$ cat config.mk
export PLATFORM = sky130hd
export DESIGN_NAME = id_ex_pipe
export DESIGN_NICKNAME = d
export VERILOG_FILES = /design/src/rtl/id_ex_pipe.sv
export SDC_FILE = /design/constraint.sdc
export NUM_CORES = 1
export LEC_CHECK = 0
export BUFFER_PORTS_ARGS = -buffer_cell sky130_fd_sc_hd__clkbuf_2
export CORE_ASPECT_RATIO = 1.1
export CORE_MARGIN = 1.5
export CORE_UTILIZATION = 28
export CTS_BUF_LIST = sky130_fd_sc_hd__clkbuf_16
export DETAILED_ROUTE_END_ITERATION = 6
export GPL_TIMING_DRIVEN = 0
export HOLD_SLACK_MARGIN = 0.02
export PLACE_DENSITY_LB_ADDON = 0.1
export SLEW_MARGIN = 20
export SYNTH_ARGS = -nofsm -noshare
export SYNTH_HDL_FRONTEND = slang
export SYNTH_SLANG_ARGS = --single-unit
$ cat constraint.sdc
create_clock -name clk -period 3.7 [get_ports clk]
set_input_delay 0 -clock clk [delete_from_list [all_inputs] [get_ports clk]]
set_output_delay 0 -clock clk [all_outputs]
set_load 0.03 [all_outputs]
$ cat src/rtl/id_ex_pipe.sv
// ---------------------------------------------------------------------------
// id_ex_pipe
// ID/EX pipeline register sitting between decode (register-file read) and
// execute. It holds one instruction at a time and handshakes in both
// directions with valid/ready.
//
// Write-back data is forwarded into the operands in two places:
//   - when the instruction is captured, and
//   - while it is held in a stall.
// The register file only re-reads when its address changes, so a write that
// lands underneath a held instruction would otherwise be lost.
//
// Ports
//   clk, rst_n               clock; asynchronous active-low reset
//   id_valid / id_ready      upstream handshake. id_ready does not depend on
//                            id_valid.
//   id_pc, id_rs1, id_rs2, id_rd, id_rs1_data, id_rs2_data, id_imm, id_ctrl
//                            decoded instruction payload
//   wb_regwrite, wb_rd, wb_data
//                            write-back port, used for bypass
//   flush                    kills the held instruction and any incoming one
//   perf_clr                 synchronous clear of stall_cnt
//   ex_valid / ex_ready      downstream handshake
//   ex_*                     registered payload; the operands are
//                            bypass-corrected
//   stall_cnt                saturating count of cycles with
//                            ex_valid & !ex_ready
// ---------------------------------------------------------------------------
module id_ex_pipe #(
    parameter int XLEN   = 32,
    parameter int CTRL_W = 16,
    parameter int CNT_W  = 16
) (
    input  logic              clk,
    input  logic              rst_n,
    input  logic              id_valid,
    output logic              id_ready,
    input  logic [XLEN-1:0]   id_pc,
    input  logic [4:0]        id_rs1,
    input  logic [4:0]        id_rs2,
    input  logic [4:0]        id_rd,
    input  logic [XLEN-1:0]   id_rs1_data,
    input  logic [XLEN-1:0]   id_rs2_data,
    input  logic [XLEN-1:0]   id_imm,
    input  logic [CTRL_W-1:0] id_ctrl,
    input  logic              wb_regwrite,
    input  logic [4:0]        wb_rd,
    input  logic [XLEN-1:0]   wb_data,
    input  logic              flush,
    input  logic              perf_clr,
    output logic              ex_valid,
    input  logic              ex_ready,
    output logic [XLEN-1:0]   ex_pc,
    output logic [4:0]        ex_rs1,
    output logic [4:0]        ex_rs2,
    output logic [4:0]        ex_rd,
    output logic [XLEN-1:0]   ex_imm,
    output logic [CTRL_W-1:0] ex_ctrl,
    output logic [XLEN-1:0]   ex_rs1_data,
    output logic [XLEN-1:0]   ex_rs2_data,
    output logic [CNT_W-1:0]  stall_cnt
);

    localparam logic [CNT_W-1:0] CNT_MAX = {CNT_W{1'b1}};

    logic              ex_valid_reg;
    logic [XLEN-1:0]   ex_pc_reg;
    logic [4:0]        ex_rs1_reg;
    logic [4:0]        ex_rs2_reg;
    logic [4:0]        ex_rd_reg;
    logic [XLEN-1:0]   ex_imm_reg;
    logic [CTRL_W-1:0] ex_ctrl_reg;
    logic [CNT_W-1:0]  stall_cnt_reg;
    logic [CNT_W-1:0]  stall_cnt_next;

    logic load;
    logic held;

    // A flush always frees the stage, so the incoming instruction can be
    // accepted and then dropped in the same cycle.
    assign id_ready = !ex_valid_reg | ex_ready | flush;

    // Flush wins over a load. While held, load is impossible because
    // id_ready is low unless flush is also high.
    assign load = id_valid & id_ready & !flush;
    assign held = ex_valid_reg & !ex_ready & !flush;

    // Per-operand views, so that one generate loop can build both operands.
    logic [4:0]      id_rs_idx  [2];
    logic [XLEN-1:0] id_rs_val  [2];
    logic [4:0]      ex_rs_idx  [2];
    assign id_rs_idx[0] = id_rs1;
    assign id_rs_idx[1] = id_rs2;
    assign id_rs_val[0] = id_rs1_data;
    assign id_rs_val[1] = id_rs2_data;
    assign ex_rs_idx[0] = ex_rs1_reg;
    assign ex_rs_idx[1] = ex_rs2_reg;

    genvar gi;
    generate
        for (gi = 0; gi < 2; gi++) begin : g_op
            logic [XLEN-1:0] op_reg;
            logic [XLEN-1:0] op_next;
            logic            held_hit;

            // A write-back to x0 must never reach a held operand, because
            // the register file does not hardwire x0 to zero.
            assign held_hit = held & wb_regwrite & (wb_rd != 5'd0)
                            & (wb_rd == ex_rs_idx[gi]);

            always_comb begin
                op_next = op_reg;
                if (load) begin
                    if (id_rs_idx[gi] == 5'd0)
                        op_next = '0;
                    else if (wb_regwrite && (wb_rd == id_rs_idx[gi]))
                        op_next = wb_data;
                    else
                        op_next = id_rs_val[gi];
                end else if (held_hit) begin
                    op_next = wb_data;
                end
            end

            always_ff @(posedge clk or negedge rst_n) begin
                if (!rst_n)
                    op_reg <= '0;
                else
                    op_reg <= op_next;
            end
        end
    endgenerate

    assign ex_rs1_data = g_op[0].op_reg;
    assign ex_rs2_data = g_op[1].op_reg;

    // Valid bit and non-operand payload. The payload only changes on a load.
    always_ff @(posedge clk or negedge rst_n) begin
        if (!rst_n) begin
            ex_valid_reg <= 1'b0;
            ex_pc_reg    <= '0;
            ex_rs1_reg   <= '0;
            ex_rs2_reg   <= '0;
            ex_rd_reg    <= '0;
            ex_imm_reg   <= '0;
            ex_ctrl_reg  <= '0;
        end else begin
            if (flush)
                ex_valid_reg <= 1'b0;
            else if (load)
                ex_valid_reg <= 1'b1;
            else if (ex_ready)
                ex_valid_reg <= 1'b0;

            if (load) begin
                ex_pc_reg   <= id_pc;
                ex_rs1_reg  <= id_rs1;
                ex_rs2_reg  <= id_rs2;
                ex_rd_reg   <= id_rd;
                ex_imm_reg  <= id_imm;
                ex_ctrl_reg <= id_ctrl;
            end
        end
    end

    // The stall counter counts any cycle where execute holds and does not
    // consume, including a cycle that is flushed.
    always_comb begin
        stall_cnt_next = stall_cnt_reg;
        if (perf_clr)
            stall_cnt_next = '0;
        else if (ex_valid_reg && !ex_ready && (stall_cnt_reg != CNT_MAX))
            stall_cnt_next = stall_cnt_reg + CNT_W'(1);
    end

    always_ff @(posedge clk or negedge rst_n) begin
        if (!rst_n)
            stall_cnt_reg <= '0;
        else
            stall_cnt_reg <= stall_cnt_next;
    end

    assign ex_valid  = ex_valid_reg;
    assign ex_pc     = ex_pc_reg;
    assign ex_rs1    = ex_rs1_reg;
    assign ex_rs2    = ex_rs2_reg;
    assign ex_rd     = ex_rd_reg;
    assign ex_imm    = ex_imm_reg;
    assign ex_ctrl   = ex_ctrl_reg;
    assign stall_cnt = stall_cnt_reg;

endmodule

* Word level (Yosys, flattened, before mapping)
Cells that the tools add are included.
** Operators by class
- Bitwise logic cells :: 10
- Muxes and demuxes :: 13
- Eq/ne operators :: 5
- $add $sub $neg :: 1
- Reduce and logical (&&, ||, !) cells :: 14
** Operators by type and width (count)
- $mux W32 :: 8
- $mux W16 :: 2
- $eq A5 B5 Y1 :: 4
- $add A16 B1 Y16 const B :: 1
- $ne A16 B16 Y1 const B :: 1
- $logic_not A5 Y1 :: 2
- $and A1 B1 Y1 :: 8
- $reduce_bool A2 Y1 :: 3
- $reduce_bool A5 Y1 :: 1
- $logic_and A1 B1 Y1 :: 4
- $logic_not A1 Y1 :: 3
- $mux W1 :: 3
- $reduce_bool A3 Y1 :: 1
- $or A1 B1 Y1 :: 2
** Word-level totals
- Bits of input ports :: 203
- Output and inout bits :: 177
- Register bits :: 176
- Word-level logic and storage cells :: 53

* Logic depth before layout (Yosys ltp)
Gate-level depths: netlist of the first run.
- Depth after elaboration :: 8
- Gate-level depth with buffers :: 8
- Depth with buffers taken out :: 6

* Worst setup path before layout of the first run
No wires, ideal clock.
- Path kind :: register to register
- Start point :: register ex_valid_reg, in the netlist ex_valid
- End point :: register g_op[1].op_reg[10], in the netlist ex_rs2_data[10]
- Slack :: 1657 ps
- Stages on the path, launching flop included :: 7
- Setup time :: 126 ps
- Arrival :: 1917 ps
- Buffers on the path :: 1
- Data required time :: 3574 ps
- Period minus slack after synthesis :: 2043 ps
- Cells stage by stage :: dfrtp_1 and4bb_2 o21ai_2 nor4_2 clkbuf_1 nor2_1 a221o_1
** Between the ends
- Word-level cells in the longest chain between the ends :: 6
- Elaborated cells between the ends (all ways) :: 12
- Those cells by class :: mux (1); bitwise (9); reduce/logical (2)
** RTL lines
- start, declared :: line 66 : logic ex_valid_reg;
- start signal, assigned :: line 140 : ex_valid_reg <= 1'b0;
- start signal, assigned :: line 149 : ex_valid_reg <= 1'b0;
- start signal, assigned :: line 151 : ex_valid_reg <= 1'b1;
- $and A1 B1 Y1 or $logic_not A1 Y1 (tied branches) :: line 86, 81
- $and A1 B1 Y1 or $or A1 B1 Y1 (tied branches) :: line 86, 81
- $and A1 B1 Y1 or $or A1 B1 Y1 (tied branches) :: line 108, 81
- $and A1 B1 Y1 (on tied branches) :: line 108, 85
- $and A1 B1 Y1 (on tied branches) :: line 109, 85
- $reduce_bool A2 Y1 (no line) or $mux W32 (tied branches)
- end signal, assigned :: line 129 : op_reg <= op_next;
- end, declared :: line 102 : logic [XLEN-1:0] op_reg;
Several ways; a longest one is shown, not always the timed one.
A chain may end at the register's enable or synchronous reset.

* Worst setup path after layout of the first run
- Start point :: register ex_valid_reg, in the netlist ex_valid
- End point :: register g_op[0].op_reg[10], in the netlist ex_rs1_data[10]
** Between the ends
- Word-level cells in the longest chain between the ends :: 6
- Elaborated cells between the ends (all ways) :: 12
- Those cells by class :: mux (1); bitwise (9); reduce/logical (2)
** RTL lines (line)
- $and A1 B1 Y1 or $logic_not A1 Y1 (tied branches) :: 86, 81
- $and A1 B1 Y1 or $or A1 B1 Y1 (tied branches) :: 86, 81
- $and A1 B1 Y1 or $or A1 B1 Y1 (tied branches) :: 108, 81
- $and A1 B1 Y1 (on tied branches) :: 108, 85
- $and A1 B1 Y1 (on tied branches) :: 109, 85
- $reduce_bool A2 Y1 (no line) or $mux W32 (tied branches)
- end signal, assigned :: 129
- end, declared :: 102
Several ways; a longest one is shown, not always the timed one.

==> results of run 1 <==
layer usage:
| layer | vias to the layer above | wire length, µm |
|---|---|---|
| li1 | 3959 | - |
| met1 | 3829 | 11900 |
| met2 | 271 | 14300 |
| met3 | 38 | 1830 |
| met4 | 2 | 670 |
| met5 | - | 13 |
final timing paths:
check	startpoint	to	slack, ns	cells after the start
max	ex_valid$_DFFE_PN0P_	ex_rs1_data[10]$_DFFE_PN0P_	0.39	7
min	rst_n	ex_pc[12]$_DFFE_PN0P_	0.16	3
max reg2reg	ex_valid$_DFFE_PN0P_	ex_rs1_data[10]$_DFFE_PN0P_	0.39	7
min reg2reg	ex_imm[2]$_DFFE_PN0P_	ex_imm[2]$_DFFE_PN0P_	0.47	2
max in group asynchronous	rst_n	ex_rd[0]$_DFFE_PN0P_	2.28	3
min in group clk	id_imm[26]	ex_imm[26]$_DFFE_PN0P_	0.28	4
critical path: cells and delay by family, from the launching register on:
| kind | cells | cell delay (ns) |
|---|---|---|
| compound gates | 3 | 1.12 |
| buf+inv | 2 | 0.96 |
| simple gates | 2 | 0.77 |
| flops | 1 | 0.41 |
logic make-up (layout without fill, tap and decap cells):
logic type / count (synthesis) / count (layout) / share of synthesized area
and+or+nand+nor: 457 / 457 / 0.254
DFF: 176 / 176 / 0.577
AOI/OAI and AO/OA: 83 / 83 / 0.101
buffers and inverters: 55 / 691 / 0.0318
xor gates and xnor gates: 28 / 28 / 0.0321
muxes: 2 / 2 / 0.00262
adders and majority gates: 1 / 1 / 0.00164
other: 0 / 3 / 0
cell type report:
cell class / count / area share
antenna: 3 / 0.000583
buffer: 55 / 0.0188
clock buffer: 17 / 0.0330
clock inverter: 15 / 0.0114
multi-input combinational: 571 / 0.232
sequential: 176 / 0.342
tap: 357 / 0.0347
timing repair buffer: 604 / 0.328
power by group:
part,internal [mW],switching [mW]
sequential,2.19,0.152
combinational,0.724,1.07
clock,0.896,0.894
total,3.81,2.12
placed cells by master (no fill, tap or decap), drive strengths merged:
master / instances
inv: 7
clkbuf: 426
xnor2: 15
nand3: 10
o31ai: 1
nand2b: 6
ha: 1
a31oi: 1
and4bb: 1
nor2: 52
nor4: 3
a21oi: 5
o21bai: 1
and3: 35
diode: 3
mux2i: 2
and2: 1
clkinv: 8
o211a: 1
nand4: 8
nand2: 326
nand4bb: 1
nor3: 3
dlygate4sd3: 229
o21ai: 6
or3: 3
a211oi: 1
a221o: 64
xor2: 13
or4b: 1
and4: 1
nor2b: 2
dfrtp: 176
buf: 21
o211ai: 2
nand4b: 1
or4: 3
a311oi: 1
through the flow:
step                      utilization  hold WS, ns  setup WS (ns)  total power [mW]
final                           0.479        0.160          0.389              5.93
after global routing            0.479        0.212         0.0916              6.23
after CTS                       0.479        0.172          0.298              5.99
after detailed placement        0.372       -0.112          0.866              3.88
after global placement          0.370        0.189          -1.11              3.86
after floorplan                     -       -0.296           1.66              3.29
timing repair:
| action | CTS | global route |
|---|---|---|
| hold buffers | 229 | 0 |
| hold endpoints to repair | 342 | 0 |
| setup endpoints to repair | 0 | 0 |
==> flow_summary.toml, run 1 <==
[synthesis]
yosysSeqAreaShare = 0.577
synthTopCellsByArea = "dfrtp_1 (58%), nand2_1 (16%), a221o_1 (8.4%), and3_1 (2.9%), nor2_1 (2.6%)"
async_flop_share = 1.00
syn_inst = 802
ys_top_cells_by_count = "nand2_1 (326), dfrtp_1 (176), a221o_1 (64)"
synth_top_cell_by_area = "dfrtp_1"
synthesis.nets = 1006
synth-edff-count = 0
ys_seq_elements = 176
syn_area_per_cell_um2 = 9.52
synthFlopType = "dfrtp_1"
netlist-cell-type-count = 40
yosys_warnings = 0
syn_area_um2 = 7630
yosys.cell_count.top_type = "nand2_1"
synthDominantCellAreaShare = 0.577

[place]
place_congestion = 0.760
io_buffers = 373
dp.cells = 1534
dp_hpwl_um = 20200
place_area_um2 = 10000

[run_status]
outcome = "finished clean"

[detailed_routing]
drt_iter0_drc = 476
postRouteAntennaNets = 0
wire_per_inst_um = 16.0
dr.pass1.iters = 5
via_count = 8099
finalWirelength_um = 28700
drc = 0
via_per_inst = 4.50

[power_and_ir_drop]
leakage_nw = 6.83
ir_drop_v = 0.000237
power-per-cell-area_nw_per_um2 = 460

[worst_setup_path]
crit_type = "register to register"
path_max_fanout = 10
startpoint_type = "register"
required_ns = 4.06
critPathCaptureType = "register"
path_cells = "nor2b_1 > nor2_1 > o21ai_1 > o31ai_1 > buf_2 > a221o_1 > dlygate4sd3_1"
crit_slowest_cell = "o31ai_1"
cp.arrival_ns = 3.67
cp_slowest_stage_delay_ns = 0.73

[sta]
period_minus_slack_ns = 3.31
finalSetupViolCount = 0
rsz0062_at_grt = "false"
tightest_slew_ns = 0.888
period_share = 0.895
relSlewSlack = 0.406
max_freq_ghz = 0.302
finClkSkew_ns = 0.0229
finalMaxSlewViolations = 0
finalHoldViolCount = 0
setup_tns_ns = 0

[grt]
use_met3 = 0.0500
antenna_found_initial = 4
grt_use_met1 = 0.246
gr-usage-met2 = 0.344
grt_pass1_wl_um = 44700
grt_busiest_layer = "met2"
grt_max_degree = 80
gr-total-overflow = 0
gr-usage-all-layers = 0.201
grt_pass1_vias = 8305

[cells_and_area]
stdcell_count = 1798
nFillCells = 2674
layout.nets = 1629
fin_area_um2 = 12900
drive_gt1_frac = 0.296
multiInputGateArea_um2 = 2990
regArea_um2 = 4400
syn_to_final_growth_pct = 68.8

[worst_hold_path]
hold_path_class = "input pin to asynchronous set/reset pin"

[cts]
cts_buffers = 17
path_clk_slew_ns = 0.08
max-clock-path-buffers = 2
postCtsSetupBuffers = 0
clk_latency_ns = 0.44
root_buffer = "clkbuf_16"
cts.sinks = 176
cts_tree = "built"
h-tree-depth = 4
ctsResizeCount = 0

[floorplan]
ios = 380
die_x_um = 160
fp.dieH_um = 176
num_rows = 63
die-area_um2 = 28300
core_um2 = 26900
start_util = 0.284

[job]
drv_cap = 0
No activity file was read; power rests on OpenSTA's default activity.
==> run 2, diff against run 1 <==
--- a/config.mk
+++ b/config.mk
@@ -6,6 +6,8 @@
 export NUM_CORES = 1
 export LEC_CHECK = 0
 export BUFFER_PORTS_ARGS = -buffer_cell sky130_fd_sc_hd__clkbuf_2
+export CELL_PAD_IN_SITES_DETAIL_PLACEMENT = 2
+export CELL_PAD_IN_SITES_GLOBAL_PLACEMENT = 2
 export CORE_ASPECT_RATIO = 1.1
 export CORE_MARGIN = 1.5
 export CORE_UTILIZATION = 28
@@ -13,7 +15,9 @@
 export DETAILED_ROUTE_END_ITERATION = 6
 export GPL_TIMING_DRIVEN = 0
 export HOLD_SLACK_MARGIN = 0.02
+export MAX_ROUTING_LAYER = met4
 export PLACE_DENSITY_LB_ADDON = 0.1
+export SKIP_CTS_REPAIR_TIMING = 1
 export SLEW_MARGIN = 20
 export SYNTH_ARGS = -nofsm -noshare
 export SYNTH_HDL_FRONTEND = slang
==> run 2 against run 1 <==
  * Combinational power rose by 6%
  * Count of clock-buffer cells in the layout unchanged
  * Flip-flop and latch count is the same
  * Clock power grew 5%
  * Wire length rose by 39%
  * Critical path type unchanged
  * Highest routed layer is now met4
==> flow_summary.toml, run 2 (synthesis gave the netlist of run 1 again) <==
[cts]
h-tree-depth = 4
clk_latency_ns = 0.45
path_clk_slew_ns = 0.07
root_buffer = "clkbuf_16"
cts_buffers = 17
cts.sinks = 176
max-clock-path-buffers = 2
cts_tree = "built"

[sta]
finClkSkew_ns = 0.0159
tightest_slew_ns = 0.979
period_share = 0.931
finalMaxSlewViolations = 0
fin_ws_ns = 0.254
finalHoldViolCount = 0
max_freq_ghz = 0.290
relSlewSlack = 0.342
rsz0062_at_grt = "false"
finalSetupViolCount = 0
period_minus_slack_ns = 3.45
whs_ns = 0.0770
setup_tns_ns = 0

[floorplan]
ios = 380
fp.dieH_um = 176
die-area_um2 = 28300
start_util = 0.284
num_rows = 63
core_um2 = 26900
die_x_um = 160

[grt]
antenna_found_initial = 9
grt_max_degree = 82
grt_pass1_wl_um = 48500
gr-usage-all-layers = 0.233
gr-total-overflow = 0
grt_pass1_vias = 8409

[detailed_routing]
drt_iter0_drc = 415
finalWirelength_um = 39900
via_count = 8801
dr.pass1.iters = 4
postRouteAntennaNets = 0
via_per_inst = 4.88
drc = 0
wire_per_inst_um = 22.1

[cells_and_area]
syn_to_final_growth_pct = 68.9
layout.nets = 1628
layout_common_cells = "clkbuf_2 (372), nand2_1 (326), dlygate4sd3_1 (228)"
drive_gt1_frac = 0.293
nFillCells = 2942
mostFrequentLayoutCell = "clkbuf_2"
fin_area_um2 = 12900

[place]
place_congestion = 0.771
io_buffers = 373
dp_hpwl_um = 23800
post-place-ws_ns = 0.754
place_area_um2 = 10000

[worst_hold_path]
hold_path_class = "input pin to register"

[worst_setup_path]
cp.arrival_ns = 3.81
required_ns = 4.06
crit_type = "register to register"
critPathCaptureType = "register"
path_max_fanout = 10
startpoint_type = "register"

[job]
drv_cap = 0

[run_status]
outcome = "finished clean"

[power_and_ir_drop]
ir_drop_v = 0.000224
leakage_nw = 6.83
power-per-cell-area_nw_per_um2 = 479
run 2: report_power, final:
| part | leakage (nW) | total [mW] | switching (mW) | internal [mW] |
|---|---|---|---|---|
| logic | 4.34 | 1.91 | 1.19 | 0.726 |
| registers | 2.21 | 2.37 | 0.186 | 2.19 |
| clock network | 0.280 | 1.88 | 0.838 | 1.05 |
| total | 6.83 | 6.17 | 2.21 | 3.96 |
run 2: final timing paths:
path,start,end,slack (ns),cells after the start
max,ex_valid$_DFFE_PN0P_,ex_rs1_data[21]$_DFFE_PN0P_,0.25,7
min,ex_ready,stall_cnt[2]$_DFFE_PN0P_,0.08,4
max reg2reg,ex_valid$_DFFE_PN0P_,ex_rs1_data[21]$_DFFE_PN0P_,0.25,7
min reg2reg,ex_imm[9]$_DFFE_PN0P_,ex_imm[9]$_DFFE_PN0P_,0.48,2
max in group asynchronous,rst_n,ex_rs1_data[14]$_DFFE_PN0P_,2.26,3
min in group asynchronous,rst_n,ex_rs2_data[22]$_DFFE_PN0P_,0.20,3
run 2: per-stage QoR:
| stage | instances | total power [mW] | utilization |
|---|---|---|---|
| after floorplan | 802 | 3.29 | - |
| after global placement | 1532 | 3.88 | 0.370 |
| after detailed placement | 1534 | 3.92 | 0.372 |
| after global routing | 1802 | 6.44 | 0.480 |
| after CTS | 1564 | 5.81 | 0.394 |
| final | 1803 | 6.17 | 0.480 |
run 2: worst max-delay path: stages, from the launching register on:
cell,delay [ns]
dfrtp_1,0.40
nor2b_1,0.22
nor2_1,0.56
o21ai_1,0.20
o31ai_1,0.77
buf_2,0.39
a221o_1,0.20
dlygate4sd3_1,0.63
run 2: area by class of cell:
| type | instances | area [µm²] | share of cell area |
|---|---|---|---|
| clock buffer | 17 | 425 | 0.0330 |
| buffer | 55 | 243 | 0.0188 |
| clock inverter | 13 | 150 | 0.0116 |
| tap | 357 | 447 | 0.0346 |
| sequential | 176 | 4400 | 0.342 |
| timing repair buffer | 603 | 4210 | 0.327 |
| antenna | 11 | 27.5 | 0.00213 |
| multi-input combinational | 571 | 2990 | 0.232 |
run 2: routing by layer:
layer  vias to the layer above  routed length, µm  GRT usage
li1                       3954                  -          -
met1                      4437              14900      0.264
met2                       322              21100      0.376
met3                        88               2240     0.0740
met4                         0               1620      0.105
met5                         -                  0          -
==> run 3, diff against run 2 <==
--- a/config.mk
+++ b/config.mk
@@ -10,7 +10,7 @@
 export CELL_PAD_IN_SITES_GLOBAL_PLACEMENT = 2
 export CORE_ASPECT_RATIO = 1.1
 export CORE_MARGIN = 1.5
-export CORE_UTILIZATION = 28
+export CORE_UTILIZATION = 26
 export CTS_BUF_LIST = sky130_fd_sc_hd__clkbuf_16
 export DETAILED_ROUTE_END_ITERATION = 6
 export GPL_TIMING_DRIVEN = 0
==> constraint.sdc (replaced) <==
create_clock -name clk -period 3.9 [get_ports clk]
set_input_delay 0 -clock clk [delete_from_list [all_inputs] [get_ports clk]]
set_output_delay 0 -clock clk [all_outputs]
set_load 0.03 [all_outputs]
==> run 3 against run 2 <==
  * Via count down 2.0%
  * Die area rose by 7.6%
  * Count of clock-buffer cells in the layout unchanged
  * Critical path depth did not move
  * Flip-flop and latch count unchanged
  * The flow now finishes with violations (DRC)
  * Critical endpoint is now ex_rs1_data[30]$_DFFE_PN0P_
  * First-iteration DRC count increased by 7.0%
  * Power shrank 7.0%
  * Sequential power shrank 5%
  * Sequential share of layout area is 0.11 points higher
  * Fmax fell by 1.1%
  * Global-route usage is 1.9 points lower
==> flow_summary.toml, run 3 (synthesis gave the netlist of run 1 again) <==
[run_status]
outcome = "finished with violations"
violations = "DRC"

[cells_and_area]
fin_area_um2 = 12900
layout_common_cells = "clkbuf_2 (372), nand2_1 (326), dlygate4sd3_1 (227)"
layout.nets = 1627
drive_gt1_frac = 0.294
mostFrequentLayoutCell = "clkbuf_2"
syn_to_final_growth_pct = 68.4

[sta]
max_freq_ghz = 0.287
tightest_slew_ns = 0.883
period_share = 0.893
setup_tns_ns = 0
period_minus_slack_ns = 3.48
whs_ns = 0.0943
rsz0062_at_grt = "false"
finClkSkew_ns = 0.0147
relSlewSlack = 0.406
finalSetupViolCount = 0
finalHoldViolCount = 0
finalMaxSlewViolations = 0

[grt]
grt_pass1_wl_um = 48200
grt_use_met1 = 0.244
use_met3 = 0.0631
antenna_found_initial = 2
gr-total-overflow = 0
grt_pass1_vias = 8262
grt_max_degree = 73
gr-usage-met2 = 0.362
gr-usage-all-layers = 0.214
grt_busiest_layer = "met2"

[detailed_routing]
drt_iter0_drc = 444
drc = 21
postRouteAntennaNets = 0
via_count = 8627
dr.pass1.iters = 7
wire_per_inst_um = 20.5
via_per_inst = 4.78
finalWirelength_um = 37000

[worst_setup_path]
cp_slowest_stage_delay_ns = 0.76
path_cells = "nor2b_1 > nor2_1 > o21ai_1 > o31ai_1 > buf_2 > a221o_1 > dlygate4sd3_1"
setup.worst_path.end = "ex_rs1_data[30]$_DFFE_PN0P_"
crit_type = "register to register"
critPathCaptureType = "register"
r2r_cells = 7
cp.arrival_ns = 3.84
crit_slowest_cell = "o31ai_1"
cp-startpoint = "ex_valid$_DFFE_PN0P_"
rr_startpoint = "ex_valid$_DFFE_PN0P_"
startpoint_type = "register"
required_ns = 4.25
path_max_fanout = 10
rrSetupSlack_ns = 0.42
r2r_end = "ex_rs1_data[30]$_DFFE_PN0P_"

[place]
io_buffers = 373
place_area_um2 = 10000
place_congestion = 0.766
dp_hpwl_um = 24100

[floorplan]
die-area_um2 = 30400
ios = 380
core_um2 = 28800
start_util = 0.265
fp.dieH_um = 183
num_rows = 65
die_x_um = 166

[power_and_ir_drop]
leakage_nw = 6.81
power_mw = 5.74
ir_drop_v = 0.000197
power-per-cell-area_nw_per_um2 = 447

[worst_hold_path]
hold_path_class = "input pin to register"

[cts]
root_buffer = "clkbuf_16"
cts_buffers = 17
h-tree-depth = 4
path_clk_slew_ns = 0.07
max-clock-path-buffers = 2
clk_latency_ns = 0.44
cts_tree = "built"
cts.sinks = 176

[job]
drv_cap = 0
-- run 3: cell types whose count changed in the layout (fill, tap and decap cells not counted), sizes merged --
cell         previous run  this run
clkinvlp                2         4
dlygate4sd3           228       227
diode                  11         2
inv                     2         3
clkinv                  6         4
bufinv                  3         2
-- run 3: worst min-delay path by stage --
stage,start,endpoint,slack (ns),cells past startpoint
2_1_floorplan,rst_n,ex_ctrl[0]$_DFFE_PN0P_,-0.30,0
3_3_place_gp,id_pc[15],ex_pc[15]$_DFFE_PN0P_,0.19,3
3_5_place_dp,rst_n,ex_rs2_data[25]$_DFFE_PN0P_,0.02,1
4_1_cts,rst_n,ex_rs2_data[25]$_DFFE_PN0P_,-0.46,1
5_1_grt,ex_ready,stall_cnt[2]$_DFFE_PN0P_,0.11,4
6_report,ex_ready,stall_cnt[2]$_DFFE_PN0P_,0.09,4
-- run 3: per-stage QoR --
step,setup WS (ns),instances,util
final,0.416,1804,0.447
after global routing,0.146,1804,0.447
after CTS,0.931,1575,0.367
after detailed placement,0.952,1545,0.348
after global placement,-0.993,1543,0.346
after floorplan,1.86,802,-
-- run 3: area by class of cell --
cell class / count / area, µm²
Buffer: 55 / 243
Antenna cell: 2 / 5.00
Sequential cell: 176 / 4400
Fill cell: 3221 / 15900
Tap cell: 368 / 460
Clock inverter: 13 / 128
Multi-Input combinational cell: 571 / 2990
Timing Repair Buffer: 602 / 4200
Clock buffer: 17 / 425
-- run 3: power by group --
part,switching [mW],total [mW],internal (mW)
clock,0.788,1.72,0.929
sequential,0.163,2.24,2.08
combinational,1.10,1.79,0.687
-- run 3: worst max-delay path, delay by kind of cell (launching register included) --
kind            cells  cell delay (ns)
flops               1             0.43
buf+inv             2             1.01
simple gates        2             0.81
compound gates      3             1.15
-- run 3: layer usage --
| layer | wire [µm] | up-vias |
|---|---|---|
| met5 | 0 | - |
| met4 | 1150 | 0 |
| met3 | 1830 | 69 |
| met2 | 19500 | 286 |
| met1 | 14600 | 4329 |
| li1 | - | 3943 |
